==> config.mk <==
export PLATFORM = sky130hd
export DESIGN_NAME = lsu_ctrl_flat
export DESIGN_NICKNAME = d
export VERILOG_FILES = /design/src/rtl/riscv_pkg.sv /design/src/rtl/lsu_ctrl_if.sv /design/src/rtl/lsu_load_align.sv /design/src/rtl/lsu_ctrl.sv /design/src/flat_wrapper.sv
export SDC_FILE = /design/constraint.sdc
export NUM_CORES = 1
export LEC_CHECK = 0
export CORE_UTILIZATION = 50
export CTS_CLUSTER_SIZE = 28
export DETAILED_ROUTE_END_ITERATION = 8
export PLACE_DENSITY = 0.86
export SLEW_MARGIN = 20
export SYNTH_ARGS = -nofsm -noshare
export SYNTH_HDL_FRONTEND = slang
export SYNTH_SLANG_ARGS = --single-unit
==> constraint.sdc <==
create_clock -name clk -period 5.6 [get_ports clk]
set_clock_uncertainty 0.1 [all_clocks]
set_input_delay 0.56 -clock clk [delete_from_list [all_inputs] [get_ports clk]]
set_output_delay 0.56 -clock clk [all_outputs]
set_load 0.05 [all_outputs]
==> src/rtl/riscv_pkg.sv <==
// Shared definitions for the load/store unit.
// Contents:
//   MEM_*          memory access mode encodings (mem_acc_mode)
//   lsu_state_t    LSU controller FSM states
//   LSU_TIMEOUT    number of BUSY cycles without ack before a bus error
//   is_misaligned  alignment check for a given mode and byte offset
package riscv_pkg;

    localparam logic [2:0] MEM_B    = 3'b000;
    localparam logic [2:0] MEM_H    = 3'b001;
    localparam logic [2:0] MEM_W    = 3'b010;
    localparam logic [2:0] MEM_BU   = 3'b011;
    localparam logic [2:0] MEM_HU   = 3'b100;
    localparam logic [2:0] MEM_NONE = 3'b111;

    localparam int LSU_TIMEOUT = 255;

    typedef enum logic [1:0] {
        LSU_IDLE = 2'd0,
        LSU_BUSY = 2'd1,
        LSU_DONE = 2'd2
    } lsu_state_t;

    // Halfwords need an even address, words a 4-byte aligned address.
    function automatic logic is_misaligned(input logic [2:0] mode, input logic [1:0] off);
        logic mis;
        mis = 1'b0;
        case (mode)
            MEM_H, MEM_HU: mis = off[0];
            MEM_W:         mis = (off != 2'b00);
            default:       mis = 1'b0;
        endcase
        return mis;
    endfunction

endpackage

==> src/rtl/lsu_ctrl_if.sv <==
// Word-wide memory bus between the LSU (master) and memory (slave).
// Signals:
//   bus_req    master->slave  access in progress
//   bus_we     master->slave  1 = write
//   bus_addr   master->slave  word-aligned address
//   bus_wdata  master->slave  replicated store data
//   bus_mask   master->slave  byte enables (0 for reads)
//   bus_ack    slave->master  one-cycle completion strobe
//   bus_rdata  slave->master  word read data, valid with bus_ack
interface lsu_ctrl_if;

    logic        bus_req;
    logic        bus_we;
    logic [31:0] bus_addr;
    logic [31:0] bus_wdata;
    logic [3:0]  bus_mask;
    logic        bus_ack;
    logic [31:0] bus_rdata;

    modport master (
        output bus_req, bus_we, bus_addr, bus_wdata, bus_mask,
        input  bus_ack, bus_rdata
    );

    modport slave (
        input  bus_req, bus_we, bus_addr, bus_wdata, bus_mask,
        output bus_ack, bus_rdata
    );

endinterface

==> src/rtl/lsu_load_align.sv <==
// Load lane select and extension.
// Ports:
//   word    in  32  raw word from the bus
//   offset  in  2   byte offset of the access within the word
//   mode    in  3   access mode (B/H signed, BU/HU unsigned, W)
//   data    out 32  extended load result
module lsu_load_align
    import riscv_pkg::*;
(
    input  logic [31:0] word,
    input  logic [1:0]  offset,
    input  logic [2:0]  mode,
    output logic [31:0] data
);

    logic [7:0]  byte_lane;
    logic [15:0] half_lane;

    function automatic logic [31:0] sext8(input logic [7:0] v);
        logic signed [7:0] s;
        s = v;
        return 32'(s);
    endfunction

    function automatic logic [31:0] sext16(input logic [15:0] v);
        logic signed [15:0] s;
        s = v;
        return 32'(s);
    endfunction

    always_comb begin
        byte_lane = word[7:0];
        case (offset)
            2'd0: byte_lane = word[7:0];
            2'd1: byte_lane = word[15:8];
            2'd2: byte_lane = word[23:16];
            2'd3: byte_lane = word[31:24];
            default: byte_lane = word[7:0];
        endcase
        half_lane = offset[1] ? word[31:16] : word[15:0];

        data = word;
        case (mode)
            MEM_B:   data = sext8(byte_lane);
            MEM_BU:  data = {24'd0, byte_lane};
            MEM_H:   data = sext16(half_lane);
            MEM_HU:  data = {16'd0, half_lane};
            default: data = word;
        endcase
    end

endmodule

==> src/rtl/lsu_ctrl.sv <==
// Load/store unit controller: turns one decoded load/store into a single
// word-bus transaction, stalling the pipeline until it completes.
// Ports:
//   clk, rst                 clock, synchronous active-high reset
//   rd_en, wr_en             load / store request (store wins if both)
//   mem_acc_mode             B/H/W/BU/HU/none
//   addr, wdata              effective address, store data
//   stall                    freeze the pipeline
//   done                     one-cycle completion pulse
//   misaligned               alignment fault (combinational, no bus activity)
//   bus_err                  timeout fault, pulses with done
//   rdata                    extended load data (held between accesses)
//   bus                      memory bus, master side
module lsu_ctrl
    import riscv_pkg::*;
(
    input  logic        clk,
    input  logic        rst,
    input  logic        rd_en,
    input  logic        wr_en,
    input  logic [2:0]  mem_acc_mode,
    input  logic [31:0] addr,
    input  logic [31:0] wdata,
    output logic        stall,
    output logic        done,
    output logic        misaligned,
    output logic        bus_err,
    output logic [31:0] rdata,
    lsu_ctrl_if.master  bus
);

    lsu_state_t  state, state_nxt;
    logic [31:0] addr_q, wdata_q, rdata_q;
    logic [2:0]  mode_q;
    logic        we_q;
    logic [7:0]  cnt_q;
    logic        err_q;

    logic        acc_valid, acc_misal, launch, timeout;
    logic [31:0] load_data;

    function automatic logic [3:0] store_mask(input logic [2:0] mode, input logic [1:0] off);
        logic [3:0] m;
        m = 4'b0000;
        case (mode)
            MEM_B:   m = 4'b0001 << off;
            MEM_H:   m = 4'b0011 << {off[1], 1'b0};
            MEM_W:   m = 4'b1111;
            default: m = 4'b0000;
        endcase
        return m;
    endfunction

    function automatic logic [31:0] store_data(input logic [2:0] mode, input logic [31:0] d);
        logic [31:0] r;
        r = d;
        case (mode)
            MEM_B:   r = {4{d[7:0]}};
            MEM_H:   r = {2{d[15:0]}};
            default: r = d;
        endcase
        return r;
    endfunction

    // Stores only support signed-mode encodings B/H/W.
    assign acc_valid = (rd_en | wr_en) && (mem_acc_mode != MEM_NONE) &&
                       (!wr_en || (mem_acc_mode inside {MEM_B, MEM_H, MEM_W}));
    assign acc_misal = is_misaligned(mem_acc_mode, addr[1:0]);
    assign launch    = (state == LSU_IDLE) && acc_valid && !acc_misal;
    // cnt_q counts BUSY cycles already spent, so this is the last allowed one.
    assign timeout   = (state == LSU_BUSY) && !bus.bus_ack &&
                       (cnt_q == 8'(LSU_TIMEOUT - 1));

    lsu_load_align u_align (
        .word   (bus.bus_rdata),
        .offset (addr_q[1:0]),
        .mode   (mode_q),
        .data   (load_data)
    );

    always_ff @(posedge clk) begin
        if (rst) state <= LSU_IDLE;
        else     state <= state_nxt;
    end

    always_comb begin
        state_nxt = state;
        case (state)
            LSU_IDLE: if (launch) state_nxt = LSU_BUSY;
            LSU_BUSY: if (bus.bus_ack || timeout) state_nxt = LSU_DONE;
            // DONE never relaunches: the held instruction is retiring.
            LSU_DONE: state_nxt = LSU_IDLE;
            default:  state_nxt = LSU_IDLE;
        endcase
    end

    always_comb begin
        stall         = launch || (state == LSU_BUSY);
        done          = (state == LSU_DONE);
        misaligned    = (state == LSU_IDLE) && acc_valid && acc_misal;
        bus_err       = (state == LSU_DONE) && err_q;
        bus.bus_req   = (state == LSU_BUSY);
        bus.bus_we    = (state == LSU_BUSY) && we_q;
        bus.bus_addr  = {addr_q[31:2], 2'b00};
        bus.bus_mask  = we_q ? store_mask(mode_q, addr_q[1:0]) : 4'b0000;
        bus.bus_wdata = store_data(mode_q, wdata_q);
        rdata         = rdata_q;
    end

    always_ff @(posedge clk) begin
        if (rst) begin
            addr_q  <= '0;
            wdata_q <= '0;
            rdata_q <= '0;
            mode_q  <= '0;
            we_q    <= 1'b0;
            cnt_q   <= '0;
            err_q   <= 1'b0;
        end else begin
            err_q <= timeout;
            if (launch) begin
                addr_q  <= addr;
                wdata_q <= wdata;
                mode_q  <= mem_acc_mode;
                we_q    <= wr_en;
                cnt_q   <= '0;
            end else if (state == LSU_BUSY) begin
                cnt_q <= cnt_q + 8'd1;
            end
            if (state == LSU_BUSY) begin
                if (bus.bus_ack) begin
                    if (!we_q) rdata_q <= load_data;
                end else if (timeout) begin
                    rdata_q <= '0;
                end
            end
        end
    end

endmodule

==> src/flat_wrapper.sv <==
// flat-port wrapper written by rule: the top's interface ports become plain ports
module lsu_ctrl_flat import riscv_pkg::*;
  (clk, rst, rd_en, wr_en, mem_acc_mode, addr, wdata, stall, done, misaligned, bus_err, rdata, bus_bus_req, bus_bus_we, bus_bus_addr, bus_bus_wdata, bus_bus_mask, bus_bus_ack, bus_bus_rdata);
  lsu_ctrl_if bus_i ();
  input  logic clk;
  input  logic rst;
  input  logic rd_en;
  input  logic wr_en;
  input  logic [2:0] mem_acc_mode;
  input  logic [31:0] addr;
  input  logic [31:0] wdata;
  output logic stall;
  output logic done;
  output logic misaligned;
  output logic bus_err;
  output logic [31:0] rdata;
  output wire logic [$bits(bus_i.bus_req)-1:0] bus_bus_req;
  output wire logic [$bits(bus_i.bus_we)-1:0] bus_bus_we;
  output wire logic [$bits(bus_i.bus_addr)-1:0] bus_bus_addr;
  output wire logic [$bits(bus_i.bus_wdata)-1:0] bus_bus_wdata;
  output wire logic [$bits(bus_i.bus_mask)-1:0] bus_bus_mask;
  input wire logic [$bits(bus_i.bus_ack)-1:0] bus_bus_ack;
  input wire logic [$bits(bus_i.bus_rdata)-1:0] bus_bus_rdata;
  assign bus_bus_req = bus_i.bus_req;
  assign bus_bus_we = bus_i.bus_we;
  assign bus_bus_addr = bus_i.bus_addr;
  assign bus_bus_wdata = bus_i.bus_wdata;
  assign bus_bus_mask = bus_i.bus_mask;
  assign bus_i.bus_ack = bus_bus_ack;
  assign bus_i.bus_rdata = bus_bus_rdata;
  lsu_ctrl u_core (.clk(clk), .rst(rst), .rd_en(rd_en), .wr_en(wr_en), .mem_acc_mode(mem_acc_mode), .addr(addr), .wdata(wdata), .stall(stall), .done(done), .misaligned(misaligned), .bus_err(bus_err), .rdata(rdata), .bus(bus_i));
endmodule
==> results.toml, run 1 <==
[pwr]
peakVddDrop_mv = 0.1980
total_power_mw = 2.375
leakagePower_nw = 3.065
power.density_mw_per_mm2 = 289.5

[place]
placed_cells = 970
gp_congestion = 0.8423
hpwl_um = 12390
port_buffers = 207
dpl_cell_area_mm2 = 0.007891

[status]
outcome = "finished clean"

[die]
die_y_um = 112.7
core_area_mm2 = 0.01196
initial_core_util_pct = 51.26
rows = 40
io_pins = 210
die-width_um = 112.7
dieArea_mm2 = 0.01271

[synthesis]
synth_edf_count = 0
synth_most_common_cell = "nand2_1"
yosys_warnings = 0
synth_flop_cell = "dfxtp_1"
netlist_area_mm2 = 0.006131
synthTopCellsByCount = "nand2_1 (152), dfxtp_1 (111), mux2i_1 (93)"
yosys.area.top_type_share_pct = 36.24
seq_area_frac_synth_pct = 36.24
syn_avg_cell_area_um2 = 8.758
yosys.area.top_type = "dfxtp_1"
synth.area.top_cells = "dfxtp_1 (36%), mux2i_1 (15%), nand2_1 (9.3%)"
synth_cells = 700
ys_ff_latch = 111
async_reset_ff_share_pct = 0
yosysUniqueCellTypes = 62

[timing]
relSlewSlack_pct = 36.41
fin_crit_sh_pct = 60.41
hold_viol = 0
drv_slew = 0
rsz0062_at_grt = "false"
final-setup-viol-count = 0
worst_pin_slew_ns = 0.9538
setup_tns_ns = 0
min_period_ns = 3.383
fmax_mhz = 295.6

[global_route]
grt_usage_pct = 27.34
grt_max_degree = 78
grt_pass1_wl_um = 27360
grt-ovfl-total = 0
grt_pass1_vias = 5502
antenna_found_initial = 0

[cts]
cts_tree = "yes"
clk_pin_slew_worst_paths_ns = 0.07
clk_path_buf_depth = 2
cts_resized = 0
clock_latency_ns = 0.35
hold_buffers = 0
numCtsBuffers = 9
cts-root-buf = "clkbuf_16"
cts.sinks = 111
ctsHtreeMaxLevel = 3
postCtsSetupRepairBufs = 0

[critical_path]
critPathArrivalTime_ns = 2.72
crit_type = "register to primary output"
worstPathCellList = "inv_1 -> nand3_1 -> a21oi_1 -> clkdlybuf4s50_1"
slowest_stage = "clkdlybuf4s50_1"
cp_max_fo = 17
slowest_delay_ns = 0.85
endpoint_kind = "primary output"
required_ns = 4.94
start_kind = "register"

[layout]
multi_input_area_mm2 = 0.003334
final_layout_size_suffix_gt1_share_pct = 8.711
final_nets = 940
utilization_pct = 68.58
regArea_mm2 = 0.002222
diodes = 0
syn_to_final_growth_pct = 33.80
n_fill_cell = 897
final_cells = 985
final_area_mm2 = 0.008203

[route]
wl_per_cell_um = 17.72
vias = 5658
first_pass_iters = 5
via_per_inst = 5.744
drt_wl_total_um = 17460
ant_nets = 0
route.detailed.drc = 0
detail_route.iter0.violations = 372

[hold_path]
worstHoldPathType = "register to register"

[run]
maxCapViolations = 0
power by group:
group	leakage, nW	internal (mW)	switching (mW)
Combinational	2.01	0.312	0.500
Clock	0.146	0.362	0.306
Sequential	0.906	0.848	0.0474
critical path: cells and delay by family (launching register included):
family	cells	cell delay (ns)
buffers and inverters	2	1.31
AND/OR/NAND/NOR	1	0.26
AO/OA/AOI/OAI	1	0.28
flip-flops	1	0.51
registers in the layout, indices dropped and copies added (netlist names):
name            flops
u_core.addr_q      32
u_core.cnt_q        8
u_core.err_q        1
u_core.mode_q       3
u_core.rdata       32
u_core.state        2
u_core.wdata_q     32
u_core.we_q         1
cells in the final DEF, fill, tap and decap left out, types with 7 or more instances in the layout:
master and n:
clkdlybuf4s50_1 207, nand2_1 152, dfxtp_1 111, mux2i_1 92, nor2_1 40, a21oi_1 26
mux2_2 16, nand2b_1 13, nand3_1 10, nor3_1 10, o2bb2ai_2 9, clkbuf_16 9
buf_4 8, a211oi_1 7, o22ai_1 7, o221ai_1 7, o31a_1 7, o221a_2 7
a221o_1 7, a22o_1 7
routing by layer:
layer / track usage (%) / vias up / part of all wire (%)
met5: 0 / - / 0
met4: 13.96 / 0 / 3.7
met3: 7.606 / 46 / 8.5
met2: 46.83 / 258 / 48
met1: 31.23 / 2669 / 39
li1: - / 2685 / -
through the flow:
stage / worst slack, ns / hold WS, ns
after floorplan: 2.919 / 0.3322
after global routing: 2.102 / 0.3793
after detailed placement: 2.212 / 0.3476
after CTS: 2.205 / 0.3647
after global placement: 2.278 / 0.3398
final: 2.217 / 0.3617
cell type report:
cell class | instances | area share, %
Clock buffer | 10 | 2.913
Clock inverter | 5 | 0.7779
Inverter | 7 | 0.3356
Multi-Input combinational cell | 490 | 40.65
Sequential cell | 111 | 27.09
Tap cell | 147 | 2.242
Timing Repair Buffer | 215 | 25.99
final timing paths:
| path | startpoint | to | slack (ns) | cells past startpoint |
|---|---|---|---|---|
| max | u_core.mode_q[2] | bus_bus_mask[3] | 2.22 | 4 |
| min | u_core.addr_q[5] | u_core.addr_q[5] | 0.36 | 2 |
| max reg2reg | u_core.mode_q[0] | u_core.rdata[18] | 2.97 | 5 |
| min reg2reg | u_core.addr_q[5] | u_core.addr_q[5] | 0.36 | 2 |
cells by family (layout without fill, tap and decap cells):
| group | Yosys count | after routing | synth area share (%) |
|---|---|---|---|
| compound gates | 120 | 120 | 16.61 |
| buf+inv | 100 | 237 | 9.816 |
| flops | 111 | 111 | 36.24 |
| mux | 109 | 109 | 18.12 |
| xor+xnor | 6 | 6 | 0.8573 |
| other cells | 1 | 2 | 0.06117 |
| fa+ha+maj | 2 | 2 | 0.4081 |
| simple gates | 251 | 251 | 17.88 |
(Power assumes the default switching activity.)
==> run 2: changes to the inputs <==
CORE_UTILIZATION = 46   (was 50)
PLACE_DENSITY = 0.8   (was 0.86)
clock period = 3.5 ns   (was 5.6 ns; I/O delays follow)
==> run 2 against run 1 <==
  * Power grew 68%
  * Sequential cell count stayed put
  * Register-to-register slack worse by 2.0 ns
  * Worst setup slack lost 1.8 ns
  * Utilization is 2.7 points lower
  * Non-clock buffer count increased by 4
  * Via count shrank 0.71%
  * Highest routed layer unchanged
==> results.toml, run 2 (synthesis gave the netlist of run 1 again) <==
[route]
drt_wl_total_um = 18050
via_per_inst = 5.535
ant_nets = 0
detail_route.iter0.violations = 347
route.detailed.drc = 0
first_pass_iters = 4
vias = 5618
wl_per_cell_um = 17.78

[cts]
numCtsBuffers = 9
cts.sinks = 111
clock_latency_ns = 0.35
ctsHtreeMaxLevel = 3
cts_resized = 0
cts-root-buf = "clkbuf_16"
clk_pin_slew_worst_paths_ns = 0.07
cts_tree = "yes"
clk_path_buf_depth = 2
postCtsSetupRepairBufs = 0
hold_buffers = 0

[hold_path]
worstHoldPathType = "register to register"

[timing]
worst_pin_slew_ns = 0.8451
drv_slew = 0
rsz0062_at_grt = "false"
final-setup-viol-count = 0
fin_crit_sh_pct = 88.17
setup_tns_ns = 0
hold_viol = 0
min_period_ns = 3.086
layout_setup_ws_ns = 0.4139
relSlewSlack_pct = 43.53
fmax_mhz = 324.0

[pwr]
seqPwrFrac_pct = 36.3
power_frac_comb_pct = 33.8
p_clk_share_pct = 29.9
swShare_pct = 34.70
switchingPower_mw = 1.384
peakVddDrop_mv = 0.3786
power.density_mw_per_mm2 = 471.9
leakagePower_nw = 3.188
p_int_mw = 2.604

[global_route]
grt-ovfl-total = 0
grtUsageMet1_pct = 29.74
use_met3_pct = 9.679
antenna_found_initial = 0
grtUsageMet2_pct = 44.75
grt_pass1_vias = 5540
grt_pass1_wl_um = 28880
grt_max_degree = 77
busiest_layer = "met2"
grt_usage_pct = 26.28

[critical_path]
required_ns = 3.05
critPathArrivalTime_ns = 2.64
endpoint_kind = "primary output"
start_kind = "register"
slowest_stage = "dfxtp_1"
cp_max_fo = 21
slowest_delay_ns = 0.86
crit_type = "register to primary output"
worstPathCellList = "nor3_2 -> buf_4 -> mux2_2 -> clkdlybuf4s50_1"

[layout]
final_nets = 944
syn_to_final_growth_pct = 37.84
diodes = 0
layout_common_cells = "clkdlybuf4s50_1 (191), nand2_1 (152), dfxtp_1 (111), mux2i_1 (92), nor2_1 (40)"
final_common_cell = "clkdlybuf4s50_1"
n_fill_cell = 1045
final_layout_size_suffix_gt1_share_pct = 11.15

[die]
rows = 41
core_area_mm2 = 0.01282
dieArea_mm2 = 0.01379
die-width_um = 117.4
io_pins = 210
die_y_um = 117.4
initial_core_util_pct = 47.80

[place]
hpwl_um = 13200
pre_cts_slack_ns = 0.5657
port_buffers = 207
gp_congestion = 0.9102

[status]
outcome = "finished clean"

[run]
maxCapViolations = 0
## run 2: cell types whose count changed in the layout (fill, tap and decap cells not counted), sizes merged
cell / previous run / this run
buf: 8 / 28
clkdlybuf4s50: 207 / 191
bufinv: 1 / 3
clkinv: 2 / 4
clkbuf: 10 / 9
clkinvlp: 1 / 0
inv: 8 / 7
## run 2: final timing paths
path / cells past startpoint / slack [ns] / endpoint / from
min reg2reg: 2 / 0.36 / u_core.addr_q[23] / u_core.addr_q[23]
min: 2 / 0.36 / u_core.addr_q[23] / u_core.addr_q[23]
max reg2reg: 5 / 1.01 / u_core.rdata[17] / u_core.mode_q[0]
max: 4 / 0.41 / bus_bus_wdata[9] / u_core.mode_q[0]
## run 2: area by class of cell
class                      instances  area, um2  share of cell area (%)
multi-input combinational        490       3333                   39.44
timing repair buffer             219       2310                   27.33
sequential                       111       2222                   26.30
clock buffer                       9      225.2                   2.665
tap                              172      215.2                   2.547
clock inverter                     7      117.6                   1.392
inverter                           7      27.53                  0.3257
## run 2: critical path, delay by kind of cell (launching register included)
kind | cells | cell delay (ns)
buf+inv | 2 | 1.05
flops | 1 | 0.86
mux | 1 | 0.25
simple gates | 1 | 0.12
## run 2: layer usage
metal / wire, um / share of wire [%]
met3: 1499 / 8.3
met1: 7197 / 40
met2: 8872 / 49
met5: 0 / 0
met4: 475 / 2.6
## run 2: through the flow
step / instance area [um2] / utilization, % / cells / total power [mW] / hold slack, ns
floorplan: 6135 / - / 701 / 2.362 / 0.3278
global placement: 8108 / 63.22 / 999 / 2.796 / 0.3407
detailed placement: 8108 / 63.22 / 999 / 2.819 / 0.3476
CTS: 8451 / 65.89 / 1015 / 4.009 / 0.3617
global route: 8451 / 65.89 / 1015 / 4.143 / 0.3729
finish: 8451 / 65.89 / 1015 / 3.988 / 0.3595
## run 2: power by group through the flow
stage / combinational (mW) / clock (mW) / sequential (mW)
4_1_cts: 1.35 / 1.21 / 1.45
3_5_place_dp: 1.34 / 0 / 1.47
2_1_floorplan: 0.858 / 0 / 1.50
3_3_place_gp: 1.33 / 0 / 1.47
5_1_grt: 1.42 / 1.26 / 1.46
6_report: 1.35 / 1.19 / 1.45
